[config.mk]
export PLATFORM = sky130hd
export DESIGN_NAME = weight_stabilizer_flat
export DESIGN_NICKNAME = d
export VERILOG_FILES = /design/src/rtl/wstab_pkg.sv /design/src/rtl/weight_stabilizer_if.sv /design/src/rtl/wstab_window_cmp.sv /design/src/rtl/weight_stabilizer.sv /design/src/flat_wrapper.sv
export SDC_FILE = /design/constraint.sdc
export NUM_CORES = 1
export LEC_CHECK = 0
export ABC_AREA = 1
export CAP_MARGIN = 10
export CORE_UTILIZATION = 39
export CTS_CLUSTER_SIZE = 40
export DETAILED_ROUTE_END_ITERATION = 7
export PLACE_DENSITY = 0.63
export SYNTH_ARGS = -nofsm -noshare
export SYNTH_HDL_FRONTEND = slang
export SYNTH_SLANG_ARGS = --single-unit
[constraint.sdc]
create_clock -name clk -period 2.65 [get_ports clk]
set_clock_uncertainty 0.2 [all_clocks]
set_input_delay 0.3975 -clock clk [delete_from_list [all_inputs] [get_ports clk]]
set_output_delay 0.3975 -clock clk [all_outputs]
set_load 0.02 [all_outputs]
[src/rtl/wstab_pkg.sv]
// wstab_pkg: shared FSM state type and default parameter values for the
// weight stabilizer slice.
package wstab_pkg;

    typedef enum logic [1:0] {
        IDLE,
        SETTLING,
        LOCKED,
        RELEASING
    } wstab_state_e;

    localparam int unsigned STABLE_CNT = 4;
    localparam int unsigned TOL        = 8;
    localparam int unsigned EMPTY_THR  = 5;
    localparam int unsigned EMPTY_CNT  = 2;
    localparam int unsigned SETTLE_TMO = 64;

endpackage

[src/rtl/weight_stabilizer_if.sv]
// weight_stabilizer_if: scale sample input and stabilized weight output bundle.
// master = sample source / weight consumer, slave = stabilizer.
interface weight_stabilizer_if;

    logic [11:0] raw_weight;
    logic        raw_valid;
    logic [11:0] weight;
    logic        locked;
    logic        pkg_strobe;
    logic        settle_err;

    modport master (
        output raw_weight, raw_valid,
        input  weight, locked, pkg_strobe, settle_err
    );

    modport slave (
        input  raw_weight, raw_valid,
        output weight, locked, pkg_strobe, settle_err
    );

endinterface

[src/rtl/wstab_window_cmp.sv]
// wstab_window_cmp: |a - b| <= TOL, difference formed at 13 bits so that
// extreme operands (e.g. 0 vs 4095) never wrap into the window.
module wstab_window_cmp #(
    parameter int unsigned TOL = wstab_pkg::TOL
) (
    input  logic [11:0] a_i,
    input  logic [11:0] b_i,
    output logic        in_tol_o
);
    import wstab_pkg::*;

    logic [12:0] diff_d;

    // Absolute difference and window compare
    always_comb begin
        diff_d   = (a_i >= b_i) ? ({1'b0, a_i} - {1'b0, b_i})
                                : ({1'b0, b_i} - {1'b0, a_i});
        in_tol_o = (diff_d <= 13'(TOL));
    end

endmodule

[src/rtl/weight_stabilizer.sv]
// weight_stabilizer: locks a scale reading once STABLE_CNT consecutive valid
// samples stay within TOL of a reference, holds it until EMPTY_CNT consecutive
// empty samples are seen, and reports weight 0 whenever nothing is locked.
// Optional settle timeout enabled by macro WSTAB_TIMEOUT_EN.
module weight_stabilizer #(
    parameter int unsigned STABLE_CNT = wstab_pkg::STABLE_CNT,
    parameter int unsigned TOL        = wstab_pkg::TOL,
    parameter int unsigned EMPTY_THR  = wstab_pkg::EMPTY_THR,
    parameter int unsigned EMPTY_CNT  = wstab_pkg::EMPTY_CNT
`ifdef WSTAB_TIMEOUT_EN
    ,
    parameter int unsigned SETTLE_TMO = wstab_pkg::SETTLE_TMO
`endif
) (
    input  logic                clk,
    input  logic                reset,
    weight_stabilizer_if.slave  bus
);
    import wstab_pkg::*;

    localparam int unsigned RW = (STABLE_CNT < 2) ? 1 : $clog2(STABLE_CNT + 1);
    localparam int unsigned EW = (EMPTY_CNT < 2) ? 1 : $clog2(EMPTY_CNT + 1);
    localparam logic [RW-1:0] RUN_LOCK = RW'(STABLE_CNT);
    localparam logic [EW-1:0] ECNT_REL = EW'(EMPTY_CNT);

    wstab_state_e  state_q;
    logic [11:0]   ref_q;
    logic [11:0]   weight_q;
    logic [RW-1:0] run_q;
    logic [RW-1:0] run_inc_d;
    logic [EW-1:0] ecnt_q;
    logic [EW-1:0] ecnt_inc_d;
    logic          locked_q;
    logic          strobe_q;
    logic          empty_d;
    logic          in_tol_d;
    logic          tmo_fire_d;

    assign empty_d = (bus.raw_weight <= 12'(EMPTY_THR));

    wstab_window_cmp #(.TOL(TOL)) u_cmp (
        .a_i      (bus.raw_weight),
        .b_i      (ref_q),
        .in_tol_o (in_tol_d)
    );

    // Saturating increments of the run and empty counters
    always_comb begin
        run_inc_d  = (run_q == '1)  ? run_q  : run_q + RW'(1);
        ecnt_inc_d = (ecnt_q == '1) ? ecnt_q : ecnt_q + EW'(1);
    end

    // Main FSM with registered outputs; only valid samples advance it, the
    // strobe self-clears and the optional timeout acts every clock
    always_ff @(posedge clk or posedge reset) begin
        if (reset) begin
            state_q  <= IDLE;
            ref_q    <= '0;
            weight_q <= '0;
            run_q    <= '0;
            ecnt_q   <= '0;
            locked_q <= 1'b0;
            strobe_q <= 1'b0;
        end else begin
            strobe_q <= 1'b0;
            if (tmo_fire_d) begin
                state_q <= IDLE;
                run_q   <= '0;
            end else if (bus.raw_valid) begin
                case (state_q)
                    IDLE: begin
                        if (!empty_d) begin
                            ref_q <= bus.raw_weight;
                            if (STABLE_CNT <= 1) begin
                                state_q  <= LOCKED;
                                weight_q <= bus.raw_weight;
                                locked_q <= 1'b1;
                                strobe_q <= 1'b1;
                                run_q    <= '0;
                            end else begin
                                state_q <= SETTLING;
                                run_q   <= RW'(1);
                            end
                        end
                    end
                    SETTLING: begin
                        if (empty_d) begin
                            state_q <= IDLE;
                            run_q   <= '0;
                        end else if (in_tol_d) begin
                            if (run_inc_d >= RUN_LOCK) begin
                                state_q  <= LOCKED;
                                weight_q <= ref_q;
                                locked_q <= 1'b1;
                                strobe_q <= 1'b1;
                                run_q    <= '0;
                            end else begin
                                run_q <= run_inc_d;
                            end
                        end else begin
                            ref_q <= bus.raw_weight;
                            run_q <= RW'(1);
                        end
                    end
                    LOCKED: begin
                        if (empty_d) begin
                            if (EMPTY_CNT <= 1) begin
                                state_q  <= IDLE;
                                weight_q <= '0;
                                locked_q <= 1'b0;
                                ecnt_q   <= '0;
                            end else begin
                                state_q <= RELEASING;
                                ecnt_q  <= EW'(1);
                            end
                        end
                    end
                    RELEASING: begin
                        if (!empty_d) begin
                            state_q <= LOCKED;
                            ecnt_q  <= '0;
                        end else if (ecnt_inc_d >= ECNT_REL) begin
                            state_q  <= IDLE;
                            weight_q <= '0;
                            locked_q <= 1'b0;
                            ecnt_q   <= '0;
                        end else begin
                            ecnt_q <= ecnt_inc_d;
                        end
                    end
                    default: state_q <= IDLE;
                endcase
            end
        end
    end

`ifdef WSTAB_TIMEOUT_EN
    localparam int unsigned TW = (SETTLE_TMO < 2) ? 1 : $clog2(SETTLE_TMO + 1);
    localparam logic [TW-1:0] TMO_LAST = TW'(SETTLE_TMO - 1);

    logic [TW-1:0] tmo_q;
    logic          err_q;

    assign tmo_fire_d     = (state_q == SETTLING) && (tmo_q >= TMO_LAST);
    assign bus.settle_err = err_q;

    // Settle timer: counts clocks spent in SETTLING, sticky error on expiry
    always_ff @(posedge clk or posedge reset) begin
        if (reset) begin
            tmo_q <= '0;
            err_q <= 1'b0;
        end else begin
            if ((state_q == SETTLING) && !tmo_fire_d) begin
                tmo_q <= tmo_q + TW'(1);
            end else begin
                tmo_q <= '0;
            end
            if (tmo_fire_d) begin
                err_q <= 1'b1;
            end
        end
    end
`else
    assign tmo_fire_d     = 1'b0;
    assign bus.settle_err = 1'b0;
`endif

    assign bus.weight     = weight_q;
    assign bus.locked     = locked_q;
    assign bus.pkg_strobe = strobe_q;

endmodule

[src/flat_wrapper.sv]
// flat-port wrapper written by rule: the top's interface ports become plain ports
module weight_stabilizer_flat import wstab_pkg::*;
#(
    parameter int unsigned STABLE_CNT = wstab_pkg::STABLE_CNT,
    parameter int unsigned TOL        = wstab_pkg::TOL,
    parameter int unsigned EMPTY_THR  = wstab_pkg::EMPTY_THR,
    parameter int unsigned EMPTY_CNT  = wstab_pkg::EMPTY_CNT

)
  (clk, reset, bus_raw_weight, bus_raw_valid, bus_weight, bus_locked, bus_pkg_strobe, bus_settle_err);
  weight_stabilizer_if bus_i ();
  input  logic clk;
  input  logic reset;
  input wire logic [$bits(bus_i.raw_weight)-1:0] bus_raw_weight;
  input wire logic [$bits(bus_i.raw_valid)-1:0] bus_raw_valid;
  output wire logic [$bits(bus_i.weight)-1:0] bus_weight;
  output wire logic [$bits(bus_i.locked)-1:0] bus_locked;
  output wire logic [$bits(bus_i.pkg_strobe)-1:0] bus_pkg_strobe;
  output wire logic [$bits(bus_i.settle_err)-1:0] bus_settle_err;
  assign bus_i.raw_weight = bus_raw_weight;
  assign bus_i.raw_valid = bus_raw_valid;
  assign bus_weight = bus_i.weight;
  assign bus_locked = bus_i.locked;
  assign bus_pkg_strobe = bus_i.pkg_strobe;
  assign bus_settle_err = bus_i.settle_err;
  weight_stabilizer #(.STABLE_CNT(STABLE_CNT), .TOL(TOL), .EMPTY_THR(EMPTY_THR), .EMPTY_CNT(EMPTY_CNT)) u_core (.clk(clk), .reset(reset), .bus(bus_i));
endmodule
## Word level (Yosys, flattened, before mapping)

Index checks and enable logic that the tools add are counted.

- Multiply operators: 0
- Magnitude comparators: 5
- Shifts and indexed selects: 0
- Multiplexer cells: 41
- Bitwise logic cells: 0
- Add/sub/neg operators: 4
- Reduce and logical (&&, ||, !) cells: 9
- Divide/modulo/power cells: 0
- Eq/ne operators: 16

Operator list:

| cell | number |
|---|---|
| 12-bit two-way mux | 8 |
| 12-bit case mux with 2 select lines | 2 |
| 12-bit by 12-bit subtractor with 13-bit output | 2 |
| 2-bit two-way mux | 11 |
| 3-bit two-way mux | 5 |
| 13-bit by 4-bit <= comparator with 1-bit output, second input constant | 1 |
| 13-bit two-way mux | 1 |
| 12-bit greater-or-equal comparator | 1 |
| 12-bit by 3-bit <= comparator with 1-bit output, second input constant | 1 |
| 1-bit two-way mux | 10 |
| 2-bit by 1-bit inequality test with 1-bit output, second input constant | 5 |
| 2-bit case mux with 4 select lines | 1 |
| 7-bit AND reduction | 1 |
| 2-bit equality test, second input constant | 3 |
| 2-bit inequality test, second input constant | 3 |
| 3-bit by 1-bit inequality test with 1-bit output, second input constant | 2 |
| 3-bit case mux with 2 select lines | 1 |
| 3-bit AND reduction | 2 |
| 6-bit AND reduction | 1 |
| 2-bit nonzero test | 3 |
| 5-bit AND reduction | 1 |
| 2-bit case mux with 2 select lines | 1 |
| 3-bit by 1-bit adder with 3-bit output, second input constant | 1 |
| 3-bit equality test, second input constant | 1 |
| other kinds (7) | 7 |

- Memory bits (writable): 0
- Output and inout bits: 15
- Register bits after elaboration: 33
- Word-level logic and storage cells: 82
- ROM bits: 0
- Input port bits: 15
- Latch bits: 0
- Memories kept: 0

## Longest topological paths before layout

- Depth after elaboration: 8
- Gate-level depth with buffers: 23
- Gate-level depth less buffers: 22

## Cells and area by module

From an unflattened synthesis, not the netlist that was laid out.

- Cell total of the unflattened synthesis: 477
- Area, all modules: 3143.0 um^2

Modules (own cells, without submodules):

| module | sequential area each (um^2) | area each (um^2) | times used | cells an instance |
|---|---|---|---|---|
| weight_stabilizer | 825.8 | 1607.8 | 1 | 181 |
| wstab_window_cmp | 0.0 | 1535.2 | 1 | 296 |

## Worst setup path after synthesis

OpenSTA, ideal clock, no wires.

- Path kind: input-to-reg
- From: input port bus_raw_weight[7]
- To: register u_core.run_q[0]
- Stages: 17
- Setup slack: 0.041 ns
- Arrival time: 2.277 ns
- Setup time: 0.133 ns
- Required time: 2.317 ns
- Buffers on the path: 1
- Cell sequence: inv_1 -> ha_1 -> nand2_1 -> inv_1 -> nand2_1 -> nand2_1 -> nand2_1 -> nand3_2 -> nor2_4 -> inv_2 -> nand2_1 -> nand2_1 -> nor2_2 -> nand4_1 -> nand2_1 -> clkbuf_2 -> o211ai_1

- Longest elaborated chain between the ends: 6
- Elaborated cells on any way between the ends: 11
- Classes of those cells: add/sub: 2; order compare: 3; eq/ne: 1; mux: 4; reduce/logical: 1

RTL lines:

| element | line | source |
|---|---|---|
| start, declared | flat_wrapper.sv:14 | `input wire logic [$bits(bus_i.raw_weight)-1:0] bus_raw_weight;` |
| 12-bit by 12-bit subtractor with 13-bit output, or another cell as far along | wstab_window_cmp.sv:17 | `: ({1'b0, b_i} - {1'b0, a_i});` |
| 13-bit two-way mux | wstab_window_cmp.sv:16 | `diff_d = (a_i >= b_i) ? ({1'b0, a_i} - {1'b0, b_i})` |
| 13-bit by 4-bit <= comparator with 1-bit output | wstab_window_cmp.sv:18 | `in_tol_o = (diff_d <= 13'(TOL));` |
| 3-bit two-way mux | weight_stabilizer.sv:90 | `end else if (in_tol_d) begin` |
| 3-bit two-way mux | weight_stabilizer.sv:87 | `if (empty_d) begin` |
| 3-bit case mux with 2 select lines | weight_stabilizer.sv:70 | `case (state_q)` |
| end signal, assigned | weight_stabilizer.sv:98 | `run_q <= run_inc_d;` |
| end, declared | weight_stabilizer.sv:29 | `logic [RW-1:0] run_q;` |

Several ways; a longest one is shown, not always the timed one.
A chain may end at the register's enable or synchronous reset.

## Worst setup path after layout

- From: register u_core.ref_q[2]
- To: register u_core.ref_q[0]

- Longest elaborated chain between the ends: 5
- Elaborated cells on any way between the ends: 7
- Classes of those cells: add/sub: 2; order compare: 2; eq/ne: 1; mux: 1; reduce/logical: 1

RTL lines:

| element | line | source |
|---|---|---|
| start, declared | weight_stabilizer.sv:27 | `logic [11:0] ref_q;` |
| start signal, assigned | weight_stabilizer.sv:73 | `ref_q <= bus.raw_weight;` |
| start signal, assigned | weight_stabilizer.sv:101 | `ref_q <= bus.raw_weight;` |
| 12-bit by 12-bit subtractor with 13-bit output, or another cell as far along | wstab_window_cmp.sv:17 |  |
| 13-bit two-way mux (*) | wstab_window_cmp.sv:16 |  |
| 13-bit by 4-bit <= comparator with 1-bit output (*) | wstab_window_cmp.sv:18 |  |
| 2-bit inequality test (no source line) (*) | n/a |  |
| 5-bit AND reduction (no source line) (*) | n/a |  |

Mark *: on every way between the ends. The rest lies on a longest branch, timed or not.

==> impl_table.tex <==
\begin{tabular}{lr}
\hline
Metric & Value \\
\hline
\multicolumn{2}{l}{\textbf{Logic synthesis}} \\
Post-synthesis simple-gate area fraction & 40.45\% \\
Synth Area in XOR/XNOR & 1.737\% \\
Count of yosys warnings during synthesis & 0 \\
Post-Synthesis Net Count & 524 \\
Dominant combinational cell family by area after synthesis & simple AND/OR/NAND/NOR gates \\
Largest cells by area after synthesis & sky130\_fd\_sc\_hd\_\_dfrtp\_1 (27\%), sky130\_fd\_sc\_hd\_\_nand2\_1 (24\%), sky130\_fd\_sc\_hd\_\_inv\_1 (11\%) \\
Adder-cell share of the synthesized area & 10.34\% \\
Complex-gate fraction of the synthesized area & 6.989\% \\
Post-synthesis cell area & 3025 µm² \\
Top cell type's share of synthesized area & 27.30\% \\
Number of standard cells after synthesis & 484 \\
Fraction of registers with async set or reset after synthesis & 100.0\% \\
Leading register cell type out of synthesis & sky130\_fd\_sc\_hd\_\_dfrtp\_1 \\
Mean instance size in the synthesized netlist & 6.251 µm² \\
Count of flip-flops with a built-in enable after synthesis & 0 \\
FF+latch count, synth & 33 \\
Share of the yosys chip area belonging to registers & 27.30\% \\
Most frequent cell after synthesis & sky130\_fd\_sc\_hd\_\_nand2\_1 \\
Leading area contributor after synthesis & sky130\_fd\_sc\_hd\_\_dfrtp\_1 \\
Count of cell types in the netlist & 33 \\
Most common library cells after synthesis & sky130\_fd\_sc\_hd\_\_nand2\_1 (194), sky130\_fd\_sc\_hd\_\_inv\_1 (87), sky130\_fd\_sc\_hd\_\_dfrtp\_1 (33), sky130\_fd\_sc\_hd\_\_nand3\_1 (31), sky130\_fd\_sc\_hd\_\_ha\_1 (25) \\
Multiplexer area fraction after synthesis & 0.3722\% \\
\multicolumn{2}{l}{\textbf{Timing}} \\
Final hold violation count & 0 \\
Finish-stage setup viols & 26 \\
Setup TNS Final & -2.687 ns \\
Setup repair after global routing missed its margin & true \\
Final-report max-slew violation count & 0 \\
Highest attainable clock frequency & 358.3 MHz \\
Share of the clock period used by the worst path after layout & 105.3\% \\
Tmin final & 2.791 ns \\
Hold slack & 0.2729 ns \\
Final critical-path setup slack & -0.1407 ns \\
\multicolumn{2}{l}{\textbf{Route}} \\
Routed length per placed instance & 13.58 µm \\
Iteration-0 DRC count of the detailed router & 262 \\
Total via count in the routed design & 3,506 \\
Antenna violation net count after detailed routing & 0 \\
Post-DR vias/cell & 4.980 \\
Final routed wirelength across all metal layers & 9.557 mm \\
Post-detailed-route DRC marker count & 0 \\
First drt pass iteration count & 5 \\
\multicolumn{2}{l}{\textbf{Power and ir drop}} \\
Leakage & 2.511 nW \\
Worst-case vdd ir drop & 0.0005298 V \\
Share of power burned in registers & 17.1\% \\
Clock Power Share & 7.0\% \\
Switching power as a share of total power & 48.71\% \\
Int Power & 0.002764 W \\
Pwr dens & 1135 nW/µm² \\
Logic gate share of total power & 75.8\% \\
Switch Pwr & 0.002625 W \\
\multicolumn{2}{l}{\textbf{Global routing}} \\
Maximum number of pins on one net before global-route repair & 34 \\
Via count of the first global-routing pass & 3,301 \\
Global-route wire length before repair & 15.03 mm \\
Remaining global-route overflow & 0 \\
Global-route usage over all layers & 22.56\% \\
Number of antenna violations at the first check in global routing & 0 \\
\multicolumn{2}{l}{\textbf{Clock tree}} \\
Latest clock arrival within the worst-skew pair & 0.29 ns \\
CTS Buffer Depth & 2 \\
TritonCTS clock tree & built \\
CTS Root Cell & sky130\_fd\_sc\_hd\_\_clkbuf\_8 \\
Clock-pin slew on the worst setup and hold paths & 0.07 ns \\
Clock buffer count from CTS & 5 \\
Clk sink count & 33 \\
Hold-fix buffer count after cts & 0 \\
H-tree levels & 2 \\
\multicolumn{2}{l}{\textbf{Floorplan}} \\
Starting density of the core & 41.05\% \\
Floorplan core area & 7370 µm² \\
Ports & 30 \\
Row cnt & 31 \\
Horizontal extent of the die & 90.08 µm \\
Overall die area & 8114 µm² \\
Die Y & 90.08 µm \\
\multicolumn{2}{l}{\textbf{Placement}} \\
Cell Count Post-Placement & 668 \\
DPL Wire Length & 6.689 mm \\
Placed cell areas & 3880 µm² \\
Number of input and output port buffers inserted & 28 \\
Placer's final routability congestion estimate & 0.8923 \\
Setup WS pre-CTS & -0.8544 ns \\
\multicolumn{2}{l}{\textbf{Run status}} \\
Violated checks & setup timing \\
Result of the run & complete, but fails checks \\
\multicolumn{2}{l}{\textbf{Final layout}} \\
Layout area overhead & 56.95\% \\
Final antenna diode count & 0 \\
Post-layout instance area & 4748 µm² \\
Layout cell share with drive strength beyond 1 & 37.36\% \\
Total number of nets in the final design & 644 \\
Non-filler instance count after layout & 704 \\
Number of fillers in the final layout & 619 \\
\multicolumn{2}{l}{\textbf{Worst setup path}} \\
Count of buffering cells on the critical path with inverters included & 6 \\
Worst setup SP type & register \\
Arrival time of the worst setup path & 2.81 ns \\
Required time worst endpoint & 2.67 ns \\
Critical path's slowest cell & sky130\_fd\_sc\_hd\_\_dfrtp\_1 \\
Worst setup path class & register to register \\
Critical Path Fanout Max & 6 \\
Worst Setup End Kind & register \\
Critical Path Max Stage Delay & 0.42 ns \\
CP delay by family, top & simple AND/OR/NAND/NOR gates \\
Critical path cell sequence & buf\_6 > inv\_1 > ha\_4 > buf\_4 > nand2\_2 > nand2\_2 > inv\_1 > nand2\_2 > buf\_4 > xor2\_1 > nand2\_1 > nand2\_1 > nor2\_2 > nand4\_1 > nand2\_4 > clkbuf\_16 > nand2\_1 > o21ai\_1 \\
\multicolumn{2}{l}{\textbf{Worst hold path}} \\
HP Class & register to register \\
\multicolumn{2}{l}{\textbf{Run}} \\
Max-cap violations & 0 \\
\hline
\end{tabular}
layout by cell type (no fill, tap or decap), types with 4 or more instances in the layout:
cell / synthesis / routed
sky130_fd_sc_hd__buf_4: 2 / 76
sky130_fd_sc_hd__ha_2: 0 / 6
sky130_fd_sc_hd__nand2_1: 194 / 145
sky130_fd_sc_hd__xor2_1: 6 / 6
sky130_fd_sc_hd__a21oi_1: 11 / 8
sky130_fd_sc_hd__ha_1: 25 / 5
sky130_fd_sc_hd__clkdlybuf4s50_1: 0 / 16
sky130_fd_sc_hd__nand2_2: 5 / 41
sky130_fd_sc_hd__dlygate4sd2_1: 0 / 12
sky130_fd_sc_hd__o21bai_1: 4 / 4
sky130_fd_sc_hd__inv_2: 2 / 19
sky130_fd_sc_hd__o21ai_1: 1 / 12
sky130_fd_sc_hd__nand2_4: 0 / 13
sky130_fd_sc_hd__clkbuf_8: 0 / 5
sky130_fd_sc_hd__nand3_1: 31 / 29
sky130_fd_sc_hd__inv_1: 87 / 68
sky130_fd_sc_hd__nand3_2: 3 / 5
sky130_fd_sc_hd__nor2_1: 23 / 15
sky130_fd_sc_hd__ha_4: 0 / 14
sky130_fd_sc_hd__nor2_4: 3 / 9
sky130_fd_sc_hd__o21ai_0: 17 / 4
sky130_fd_sc_hd__nor2_2: 3 / 5
sky130_fd_sc_hd__dfrtp_1: 33 / 32
sky130_fd_sc_hd__nand4_1: 13 / 13
sky130_fd_sc_hd__buf_6: 1 / 13
stage by stage:
step / utilization [%] / power, W
floorplan: - / 0.002802
global placement: 52.65 / 0.003878
detailed placement: 52.65 / 0.003926
CTS: 59.92 / 0.004881
global route: 64.43 / 0.005849
finish: 64.43 / 0.005389
routing by layer:
metal / wire [µm] / up-vias / GRT usage [%]
li1: - / 1736 / -
met1: 4220 / 1662 / 28.68
met2: 4815 / 91 / 39.76
met3: 358 / 17 / 3.215
met4: 163 / 0 / 6.183
met5: 0 / - / 0
area by class of cell:
type	instances	area, µm²	share of cell area (%)
multi-input combinational	354	2300	48.43
timing repair buffer	121	1072	22.58
sequential	33	827.0	17.42
inverter	89	339.1	7.141
tap	99	123.9	2.609
clock buffer	5	68.82	1.449
clock inverter	3	17.52	0.3689
power groups by stage:
stage | Clock [W] | Sequential [W] | Combinational, W
after floorplan | 0 | 0.000966 | 0.00184
after global placement | 0 | 0.000871 | 0.00301
after detailed placement | 0 | 0.000874 | 0.00305
after CTS | 0.000387 | 0.000914 | 0.00358
after global routing | 0.000407 | 0.000947 | 0.00449
final | 0.000378 | 0.000924 | 0.00409
state kept, by name, indices dropped and copies added, names as in the netlist, named ones only:
| register | flops |
|---|---|
| u_core.bus.weight | 12 |
| u_core.ref_q | 12 |
| u_core.run_q | 3 |
| u_core.ecnt_q | 2 |
| u_core.bus.locked | 1 |
| u_core.bus.pkg_strobe | 1 |
| u_core.state_q | 1 |
tightest hold or removal path: stages, from the launching register on:
cell and delay [ns]:
sky130_fd_sc_hd__dfrtp_1 0.34, sky130_fd_sc_hd__nand2_1 0.05, sky130_fd_sc_hd__nand2_1 0.05
path summary, 6_finish.rpt:
path | startpoint | to | slack, ns | depth (start not counted)
setup / recovery | u_core.ref_q[2]$_DFFE_PP0P_ | u_core.ref_q[0]$_DFFE_PP0P_ | -0.14 | 18
hold / removal | u_core.bus.weight[8]$_DFFE_PP0P_ | u_core.bus.weight[8]$_DFFE_PP0P_ | 0.27 | 2
setup reg to reg | u_core.ref_q[2]$_DFFE_PP0P_ | u_core.ref_q[0]$_DFFE_PP0P_ | -0.14 | 18
hold reg to reg | u_core.bus.weight[8]$_DFFE_PP0P_ | u_core.bus.weight[8]$_DFFE_PP0P_ | 0.27 | 2
max in group asynchronous | reset | u_core.ref_q[10]$_DFFE_PP0P_ | 1.64 | 3
min in group asynchronous | reset | u_core.ref_q[4]$_DFFE_PP0P_ | 0.29 | 3
kinds of logic after synthesis:
logic type | count (synthesis)
mux | 1
fa+ha+maj | 25
xor+xnor | 6
buf+inv | 97
flops | 33
compound gates | 38
simple gates | 283
other cells | 1
timing repair:
action                                 CTS  global route
setup endpoints to repair               30            30
cloned                                   0             3
endpoints found under the hold margin    0             0
setup buffers                           15            10
resized for setup                      104            71
pin swaps                               32            31
Note: power is estimated with default switching activity, not from simulation.
